File: src/rtl/inv_cipher_if.sv
// Ciphertext-in / plaintext-out handshake bundle for inv_cipher,
// including the combinational round-key lookup port.
interface inv_cipher_if;
  logic [0:3][0:3][7:0] ct;
  logic                 in_valid;
  logic                 in_ready;
  logic [3:0]           rk_idx;
  logic [0:3][0:3][7:0] rk;
  logic [0:3][0:3][7:0] pt;
  logic                 out_valid;
  logic                 out_ready;

  modport master (
    output ct, in_valid, rk, out_ready,
    input  in_ready, rk_idx, pt, out_valid
  );

  modport slave (
    input  ct, in_valid, rk, out_ready,
    output in_ready, rk_idx, pt, out_valid
  );
endinterface

File: src/rtl/inv_cipher.sv
// Iterative AES-128 inverse cipher, one decryption round per clock.
// Round keys are fetched through the rk_idx/rk lookup port.
module inv_cipher (
  input  logic     clk,
  input  logic     rst,
  inv_cipher_if.slave bus
);
  typedef enum logic [1:0] {IDLE, ROUND, DONE} fsm_t;
  typedef logic [0:3][0:3][7:0] st_t;

  localparam logic [0:255][7:0] INV_SBOX = {
    128'h52096ad53036a538bf40a39e81f3d7fb,
    128'h7ce339829b2fff87348e4344c4dee9cb,
    128'h547b9432a6c2233dee4c950b42fac34e,
    128'h082ea16628d924b2765ba2496d8bd125,
    128'h72f8f66486689816d4a45ccc5d65b692,
    128'h6c704850fdedb9da5e154657a78d9d84,
    128'h90d8ab008cbcd30af7e45805b8b34506,
    128'hd02c1e8fca3f0f02c1afbd0301138a6b,
    128'h3a9111414f67dcea97f2cfcef0b4e673,
    128'h96ac7422e7ad3585e2f937e81c75df6e,
    128'h47f11a711d29c5896fb7620eaa18be1b,
    128'hfc563e4bc6d279209adbc0fe78cd5af4,
    128'h1fdda8338807c731b11210592780ec5f,
    128'h60517fa919b54a0d2de57a9f93c99cef,
    128'ha0e03b4dae2af5b0c8ebbb3c83539961,
    128'h172b047eba77d626e169146355210c7d
  };

  fsm_t       st, nst;
  logic [3:0] round;
  st_t        s, sh, sb, ark, mc;

  function automatic logic [7:0] xt(
    input logic [7:0] b
  );
    return {b[6:0], 1'b0} ^ (b[7] ? 8'h1b : 8'h00);
  endfunction

  // Packed as {x0e, x0b, x0d, x09}.
  function automatic logic [31:0] mults(
    input logic [7:0] a
  );
    logic [7:0] x2, x4, x8;
    x2 = xt(a);
    x4 = xt(x2);
    x8 = xt(x4);
    return {x8 ^ x4 ^ x2, x8 ^ x2 ^ a,
            x8 ^ x4 ^ a, x8 ^ a};
  endfunction

  // Row r of the circulant uses coefficient order e,b,d,9
  // starting at column index r.
  function automatic st_t inv_mix(input st_t a);
    st_t        o;
    logic [31:0] m [4];
    logic [1:0]  off;
    o = '0;
    for (int c = 0; c < 4; c++) begin
      for (int k = 0; k < 4; k++)
        m[k] = mults(a[k][c]);
      for (int r = 0; r < 4; r++)
        for (int k = 0; k < 4; k++) begin
          off = 2'(k - r);
          o[r][c] ^= m[k][8*(3-off) +: 8];
        end
    end
    return o;
  endfunction

  always_comb begin
    sh = '0;
    sb = '0;
    for (int r = 0; r < 4; r++)
      for (int c = 0; c < 4; c++) begin
        sh[r][c] = s[r][2'(c - r)];
        sb[r][c] = INV_SBOX[sh[r][c]];
      end
    ark = sb ^ bus.rk;
    mc  = inv_mix(ark);
  end

  always_ff @(posedge clk or posedge rst) begin
    if (rst) st <= IDLE;
    else     st <= nst;
  end

  always_comb begin
    nst = st;
    unique case (st)
      IDLE:  if (bus.in_valid) nst = ROUND;
      ROUND: if (round == 4'd0) nst = DONE;
      DONE:  if (bus.out_ready) nst = IDLE;
      default: nst = IDLE;
    endcase
  end

  always_comb begin
    bus.in_ready  = 1'b0;
    bus.out_valid = 1'b0;
    bus.rk_idx    = 4'd0;
    unique case (st)
      IDLE: begin
        bus.in_ready = 1'b1;
        bus.rk_idx   = 4'd10;
      end
      ROUND:   bus.rk_idx    = round;
      DONE:    bus.out_valid = 1'b1;
      default: bus.rk_idx    = 4'd0;
    endcase
  end

  always_ff @(posedge clk or posedge rst) begin
    if (rst) begin
      s     <= '0;
      round <= 4'd0;
    end else begin
      unique case (st)
        IDLE:
          if (bus.in_valid) begin
            s     <= bus.ct ^ bus.rk;
            round <= 4'd9;
          end
        ROUND: begin
          s <= (round == 4'd0) ? ark : mc;
          if (round != 4'd0) round <= round - 4'd1;
        end
        default: ;
      endcase
    end
  end

  assign bus.pt = s;
endmodule

File: src/flat_wrapper.sv
// flat-port wrapper written by rule: the top's interface ports become plain ports
module inv_cipher_flat 
  (clk, rst, bus_ct, bus_in_valid, bus_rk, bus_out_ready, bus_in_ready, bus_rk_idx, bus_pt, bus_out_valid);
  inv_cipher_if bus_i ();
  input  logic clk;
  input  logic rst;
  input wire logic [$bits(bus_i.ct)-1:0] bus_ct;
  input wire logic [$bits(bus_i.in_valid)-1:0] bus_in_valid;
  input wire logic [$bits(bus_i.rk)-1:0] bus_rk;
  input wire logic [$bits(bus_i.out_ready)-1:0] bus_out_ready;
  output wire logic [$bits(bus_i.in_ready)-1:0] bus_in_ready;
  output wire logic [$bits(bus_i.rk_idx)-1:0] bus_rk_idx;
  output wire logic [$bits(bus_i.pt)-1:0] bus_pt;
  output wire logic [$bits(bus_i.out_valid)-1:0] bus_out_valid;
  assign bus_i.ct = bus_ct;
  assign bus_i.in_valid = bus_in_valid;
  assign bus_i.rk = bus_rk;
  assign bus_i.out_ready = bus_out_ready;
  assign bus_in_ready = bus_i.in_ready;
  assign bus_rk_idx = bus_i.rk_idx;
  assign bus_pt = bus_i.pt;
  assign bus_out_valid = bus_i.out_valid;
  inv_cipher u_core (.clk(clk), .rst(rst), .bus(bus_i));
endmodule
File: config.mk
export PLATFORM = sky130hd
export DESIGN_NAME = inv_cipher_flat
export DESIGN_NICKNAME = d
export VERILOG_FILES = /design/src/rtl/inv_cipher_if.sv /design/src/rtl/inv_cipher.sv /design/src/flat_wrapper.sv
export SDC_FILE = /design/constraint.sdc
export NUM_CORES = 2
export LEC_CHECK = 0
export ABC_AREA = 1
export CORE_ASPECT_RATIO = 1.25
export CORE_MARGIN = 2
export CORE_UTILIZATION = 33
export CTS_CLUSTER_SIZE = 10
export DETAILED_ROUTE_END_ITERATION = 7
export PLACE_DENSITY = 0.57
export SYNTH_ARGS = -nofsm -noshare
export SYNTH_HDL_FRONTEND = slang
export SYNTH_SLANG_ARGS = --single-unit
File: constraint.sdc
create_clock -name clk -period 4.9 [get_ports clk]
set_clock_uncertainty 0.1 [all_clocks]
set_input_delay 0.735 -clock clk [delete_from_list [all_inputs] [get_ports clk]]
set_output_delay 0.735 -clock clk [all_outputs]
set_load 0.01 [all_outputs]
### Word-level counts from Yosys, hierarchy flattened

Memory sizes are Yosys's and may differ from the RTL's.
Index checks and enable logic that the tools add are counted.

* eq/ne operators: 6
* order comparisons: 8
* reduce and logical (&&, ||, !) cells: 7
* $add $sub $neg: 1
* bitwise operators: 202
* multiplexer cells: 77

Operator list (count)
* 8-bit XOR: 192
* 128-bit 2-to-1 mux: 2
* 128-bit case mux with 2 select lines: 1
* 128-bit XOR: 2
* 5-bit 2-to-1 mux: 48
* 8-bit 2-to-1 mux: 16
* 9-bit greater-or-equal comparator, second input constant: 8
* 8-bit NOT with 9-bit output: 8
* 4-bit case mux with 2 select lines: 2
* 4-bit 2-to-1 mux: 2
* 2-bit 2-to-1 mux: 3
* 2-bit case mux with 3 select lines: 1
* 3-bit AND reduction: 2
* 4-bit zero test: 1
* 2-bit by 1-bit != test with 1-bit output, second input constant: 2
* 2-bit != test, second input constant: 2
* 4-bit nonzero test: 1
* 4-bit by 1-bit subtractor with 4-bit output, second input constant: 1
* 2-bit by 1-bit == test with 1-bit output, second input constant: 1
* 2-bit == test, second input constant: 1
* 2-bit zero test: 1
* 1-bit 2-to-1 mux: 2
* 2-bit AND reduction: 1
* 2-bit nonzero test: 1

* input bits: 260
* register bits: 134
* output and inout port bits: 134
* logic and storage cells: 327
* bits in read-only memories: 16384
* memories: 8

Memory list
* (name not given): depth 256, bits a word 8, read ports 1, clocked after memory_dff 0, write ports 0, RTL line inv_cipher.sv:77 `sb[r][c] = INV_SBOX[sh[r][c]];`
* (name not given): depth 256, bits a word 8, read ports 1, clocked after memory_dff 0, write ports 0, RTL line inv_cipher.sv:77
* (name not given): depth 256, bits a word 8, read ports 1, clocked after memory_dff 0, write ports 0, RTL line inv_cipher.sv:77
* (name not given): depth 256, bits a word 8, read ports 1, clocked after memory_dff 0, write ports 0, RTL line inv_cipher.sv:77
* (name not given): depth 256, bits a word 8, read ports 1, clocked after memory_dff 0, write ports 0, RTL line inv_cipher.sv:77
* (name not given): depth 256, bits a word 8, read ports 1, clocked after memory_dff 0, write ports 0, RTL line inv_cipher.sv:77
* 2 more memories

### Longest topological paths before layout

* depth after elaboration: 18
* mapped depth: 27
* gate-level depth less buffers: 27

### Worst setup path after synthesis

Ideal clock, no wire load.

* path kind: reg-to-reg
* from: register u_core.s (netlist bit u_core.bus.pt[81])
* to: register u_core.s (netlist bit u_core.bus.pt[105])
* stages on the path, launching flop included: 24
* required time: 4.679 ns
* buffers on the path: 2
* setup slack: 1.624 ns
* data arrival time: 3.055 ns
* setup time: 0.121 ns
* period minus slack after synthesis: 3.276 ns
* cells stage by stage: dfrtp_1 -> buf_4 -> inv_1 -> ha_1 -> clkbuf_2 -> inv_1 -> nand2_1 -> o21ai_0 -> inv_1 -> nand2_1 -> nand2_1 -> nand3_1 -> nand2_1 -> nand2_1 -> nand3_1 -> nand2_1 -> nand2_1 -> nand2_1 -> inv_1 -> nand3_1 -> nand2_1 -> or2_1 -> nand3_1 -> a21boi_1

* cells in the longest elaborated chain, start to end: 16
* elaborated cells between the ends (all ways): 18
* those cells by class: mux (7); bitwise (10); memory (1)

RTL lines
* from (decl): RTL line inv_cipher.sv:32 `st_t s, sh, sb, ark, mc;`
* from (signal assigned): RTL line inv_cipher.sv:121 `s <= bus.ct ^ bus.rk;`
* from (signal assigned): RTL line inv_cipher.sv:125 `s <= (round == 4'd0) ? ark : mc;`
* 8-bit NOT with 9-bit output (not written as such) (*): RTL line inv_cipher.sv:77
* memory 256 x 8 bit (*)
* 8-bit 2-to-1 mux (not written as such) (*) (2 in a row): RTL line inv_cipher.sv:77
* 128-bit XOR (*): RTL line inv_cipher.sv:79 `ark = sb ^ bus.rk;`
* 8-bit XOR: RTL line inv_cipher.sv:37 `return {b[6:0], 1'b0} ^ (b[7] ? 8'h1b : 8'h00);`
* 5-bit 2-to-1 mux / 8-bit XOR (equally long branches): RTL line inv_cipher.sv:37
* 8-bit XOR / 5-bit 2-to-1 mux (equally long branches): RTL line inv_cipher.sv:37
* 8-bit XOR: RTL line inv_cipher.sv:37
* 8-bit XOR: RTL line inv_cipher.sv:48 `return {x8 ^ x4 ^ x2, x8 ^ x2 ^ a,`
* 8-bit XOR (*): RTL line inv_cipher.sv:48
* 8-bit XOR (*) (3 in a row): RTL line inv_cipher.sv:65 `o[r][c] ^= m[k][8*(3-off) +: 8];`
* 128-bit 2-to-1 mux (*): RTL line inv_cipher.sv:125
* 128-bit case mux with 2 select lines (*): RTL line inv_cipher.sv:118 `unique case (st)`

Mark *: on every way between the ends. The rest lies on a longest branch, timed or not. The select of a mux whose other input is x is not followed.
A chain may end at the register's enable or synchronous reset.

### Worst setup path after layout

* from: register u_core.s (netlist bit u_core.bus.pt[49])
* to: register u_core.s (netlist bit u_core.bus.pt[36])

* cells in the longest elaborated chain, start to end: 15
* elaborated cells between the ends (all ways): 17
* those cells by class: mux (7); bitwise (9); memory (1)

RTL lines (RTL line)
* 8-bit NOT with 9-bit output (not written as such) (*): inv_cipher.sv:77
* memory 256 x 8 bit (*)
* 8-bit 2-to-1 mux (not written as such) (*) (2 in a row): inv_cipher.sv:77
* 128-bit XOR (*): inv_cipher.sv:79
* 8-bit XOR: inv_cipher.sv:37
* 5-bit 2-to-1 mux / 8-bit XOR (equally long branches): inv_cipher.sv:37
* 8-bit XOR / 5-bit 2-to-1 mux (equally long branches): inv_cipher.sv:37
* 8-bit XOR: inv_cipher.sv:37
* 8-bit XOR (2 in a row): inv_cipher.sv:48
* 8-bit XOR (2 in a row): inv_cipher.sv:65
* 128-bit 2-to-1 mux (*): inv_cipher.sv:125
* 128-bit case mux with 2 select lines (*): inv_cipher.sv:118

Marked as above.

==> results.toml <==
[drt]
ant_nets = 0
route.final.wire_length_um = 262000
num_vias = 57637
drtIter0Drc = 7916
firstDrtPassIters = 8
viasPerCell = 6.102
wire_per_inst_um = 27.74
route.detailed.drc = 0

[synthesis]
synth_edf_count = 0
netlist_area_mm2 = 0.03960
yosysMostFrequentCell = "nand2_1"
yosys_most_used_dff = "dfrtp_1"
synth-compound-area-share_pct = 13.51
avgSynthCellArea_um2 = 5.276
synth_nets = 7917
synthTopCellsByCount = "nand2_1 (2,562), nand3_1 (1,886), inv_1 (440)"
synth_top_family_by_area = "simple AND/OR/NAND/NOR gates"
synthCells = 7506
synth_cell_types = 48
yosysTopAreaCellShare_pct = 24.29
ys_warn_count = 0
synth_simple_gate_area_share_pct = 56.57
synthAdderAreaFrac_pct = 4.771
synth_top_area_cell = "nand2_1"
post_synth_main_area_contributors = "nand2_1 (24%), nand3_1 (24%), dfrtp_1 (8.5%), ha_1 (4.8%), inv_1 (4.2%)"
muxShareOfSynthArea_pct = 0
async_reset_ff_share_pct = 100.0
synth-seq-cells = 134
ys_seq_area_share_pct = 8.468
synth_xor_area_share_pct = 6.038

[setup_path]
crit_top_cell = "nand2_1"
critical_path_buf_inv_count = 2
reg2reg_to = "u_core.bus.pt[36]$_DFFE_PP0P_"
cpMaxStageDelayCell = "dfrtp_1"
critical_path_class = "reg -> reg"
critPathMaxFanout = 14
reg2reg_slack_ps = 280
cp-start-kind = "register"
end_kind = "register"
worstPathArrival_ps = 4950
worstPathRequired_ps = 5230
slowest_delay_ps = 880
path_delay_family = "simple AND/OR/NAND/NOR gates"
cp_cell_sequence = "inv_1 -> ha_1 -> inv_1 -> nand2_1 -> nand3_1 -> nand3_1 -> nand3_1 -> nand3_1 -> nand3_1 -> nand2_1 -> nand2_1 -> nand2_2 -> nand2_1 -> nand2_1 -> nand2_1 -> nand2_2 -> nand2_1 -> nand3_1 -> nand2_1 -> nand2_1 -> nand3_1 -> a21oi_1"
r2r_start = "u_core.bus.pt[49]$_DFFE_PP0P_"
rr_worst_depth = 22
cp-startpoint = "u_core.bus.pt[49]$_DFFE_PP0P_"

[layout]
regArea_mm2 = 0.003371
area_delta_synth_final_pct = 18.09
drive_gt1_share_pct = 8.474
multiInputGateArea_mm2 = 0.03205
nNetsFinal = 8257
num-fill-cells = 13688
postLayoutCoreUtil_pct = 39.17

[cts]
cts_sinks = 134
cts-root-buf = "clkbuf_16"
htree_levels = 4
clk_latency_ps = 520
cts_tree = "done"
clk_pin_slew_ps = 80
cts_buffers = 17
clk_path_buf_depth = 2

[timing]
whs_ps = 377.6
tns_ps = 0
fin_crit_ps = 4616
setup_viol = 0
drv_slew = 0
maxClockFrequency_ghz = 0.2166
finalHoldViolations = 0
tightest_slew_ps = 929.2
timing.slew.headroom_pct = 37.40
fin_crit_sh_pct = 94.21
rsz0062_at_grt = "false"

[die]
ioPinCount = 394
dieArea_mm2 = 0.1228
die_x_um = 313.8
die_h_um = 391.3
core_area_mm2 = 0.1194
start_util_pct = 33.17
num_rows = 142

[global_routing]
first_global_vias = 53791
busiest_layer = "met2"
grt_max_degree = 173
track_usage_pct = 40.94
use_met1_pct = 47.15
met2_usage_pct = 67.29
met3_usage_pct = 7.046
antenna_found_initial = 7
grt_pass1_wl_um = 374300
gr-total-overflow = 0

[worst_hold_path]
timing.hold.worst_endpoint = "u_core.bus.pt[9]$_DFFE_PP0P_"
whs_path_depth = 2
hp-class = "reg -> reg"
hold_start = "u_core.bus.pt[9]$_DFFE_PP0P_"

[place]
io_buffers = 393
gp_congestion = 1.053
place_hpwl_um = 201500

[outcome]
run_status = "completed"

[job]
maxCapViolations = 0
layout make-up:
class | instances | share of cell area [%]
inverter | 511 | 4.123
multi-input combinational | 6440 | 68.54
antenna | 2 | 0.01070
clock buffer | 21 | 0.9846
tap | 1584 | 4.238
sequential | 134 | 7.208
timing repair buffer | 742 | 14.52
clock inverter | 11 | 0.3666
worst max-delay path by stage:
stage / endpoint / depth (start not counted)
finish: u_core.bus.pt[36]$_DFFE_PP0P_ / 22
global route: u_core.bus.pt[36]$_DFFE_PP0P_ / 22
CTS: u_core.bus.pt[60]$_DFFE_PP0P_ / 22
detailed placement: u_core.bus.pt[60]$_DFFE_PP0P_ / 22
global placement: u_core.bus.pt[60]$_DFFE_PP0P_ / 22
floorplan: u_core.bus.pt[0]$_DFFE_PP0P_ / 1
flip-flops by register name (all words and copies together), names as in the netlist:
signal / cells
u_core.bus.pt: 128
u_core.round: 4
u_core.st: 2
layout by cell type, fill, tap and decap left out, types with 11 or more instances in the layout:
| master | n |
|---|---|
| nand2_1 | 2561 |
| nand3_1 | 1886 |
| inv_1 | 438 |
| clkdlybuf4s50_1 | 393 |
| nor2_1 | 338 |
| buf_4 | 330 |
| o21ai_0 | 290 |
| a21oi_1 | 268 |
| ha_1 | 151 |
| xor2_1 | 135 |
| xnor2_1 | 125 |
| dfrtp_1 | 120 |
| nand2_2 | 117 |
| o211ai_1 | 111 |
| nand4_1 | 94 |
| o21ai_1 | 59 |
| inv_2 | 58 |
| o221ai_1 | 46 |
| or2_2 | 43 |
| a21boi_1 | 41 |
| nor2_2 | 28 |
| o22ai_1 | 20 |
| buf_12 | 19 |
| nand3b_1 | 18 |
| a2bb2oi_1 | 17 |
| clkbuf_16 | 17 |
| dfrtp_2 | 14 |
| clkinv_1 | 12 |
| a31oi_1 | 11 |
| a22oi_1 | 11 |
metal layers:
layer | routed length, um | share of wire (%)
met5 | 11 | 0.0042
met4 | 24920 | 9.5
met3 | 23580 | 9.0
met2 | 118800 | 45
met1 | 94690 | 36
metrics by stage:
step	area [um2]	instances	setup WS, ps
floorplan	39600	7506	482.2
global placement	46120	9411	287.3
detailed placement	46120	9411	364.2
CTS	46760	9443	315.9
global route	46760	9444	42.02
finish	46760	9445	283.6
cell families (layout without fill, tap and decap cells):
kind of cell | Yosys count | after routing
adder cells (fa/ha/maj) | 151 | 151
AO/OA/AOI/OAI | 911 | 911
AND/OR/NAND/NOR | 5111 | 5111
flip-flops | 134 | 134
other | 0 | 2
XOR/XNOR | 267 | 267
buffers and inverters | 932 | 1285
worst register-to-register path, stage by stage, from the launching register on:
cell	delay, ps
dfrtp_1	880
inv_1	290
ha_1	510
inv_1	150
nand2_1	160
nand3_1	260
nand3_1	180
nand3_1	80
nand3_1	90
nand3_1	160
nand2_1	140
nand2_1	70
nand2_2	150
nand2_1	190
nand2_1	260
nand2_1	100
nand2_2	160
nand2_1	100
nand3_1	120
nand2_1	70
nand2_1	60
nand3_1	80
a21oi_1	160
what timing repair did:
| action | CTS | global route |
|---|---|---|
| gates resized for setup | 0 | 2 |
| setup buffers | 0 | 0 |
| endpoints found under the setup margin | 0 | 2 |
| hold buffers | 0 | 0 |
| endpoints found under the hold margin | 0 | 0 |
Power is left out: the tool's default activity adds up to more than one toggle a clock period on the data nets, which glitch-free logic cannot reach.
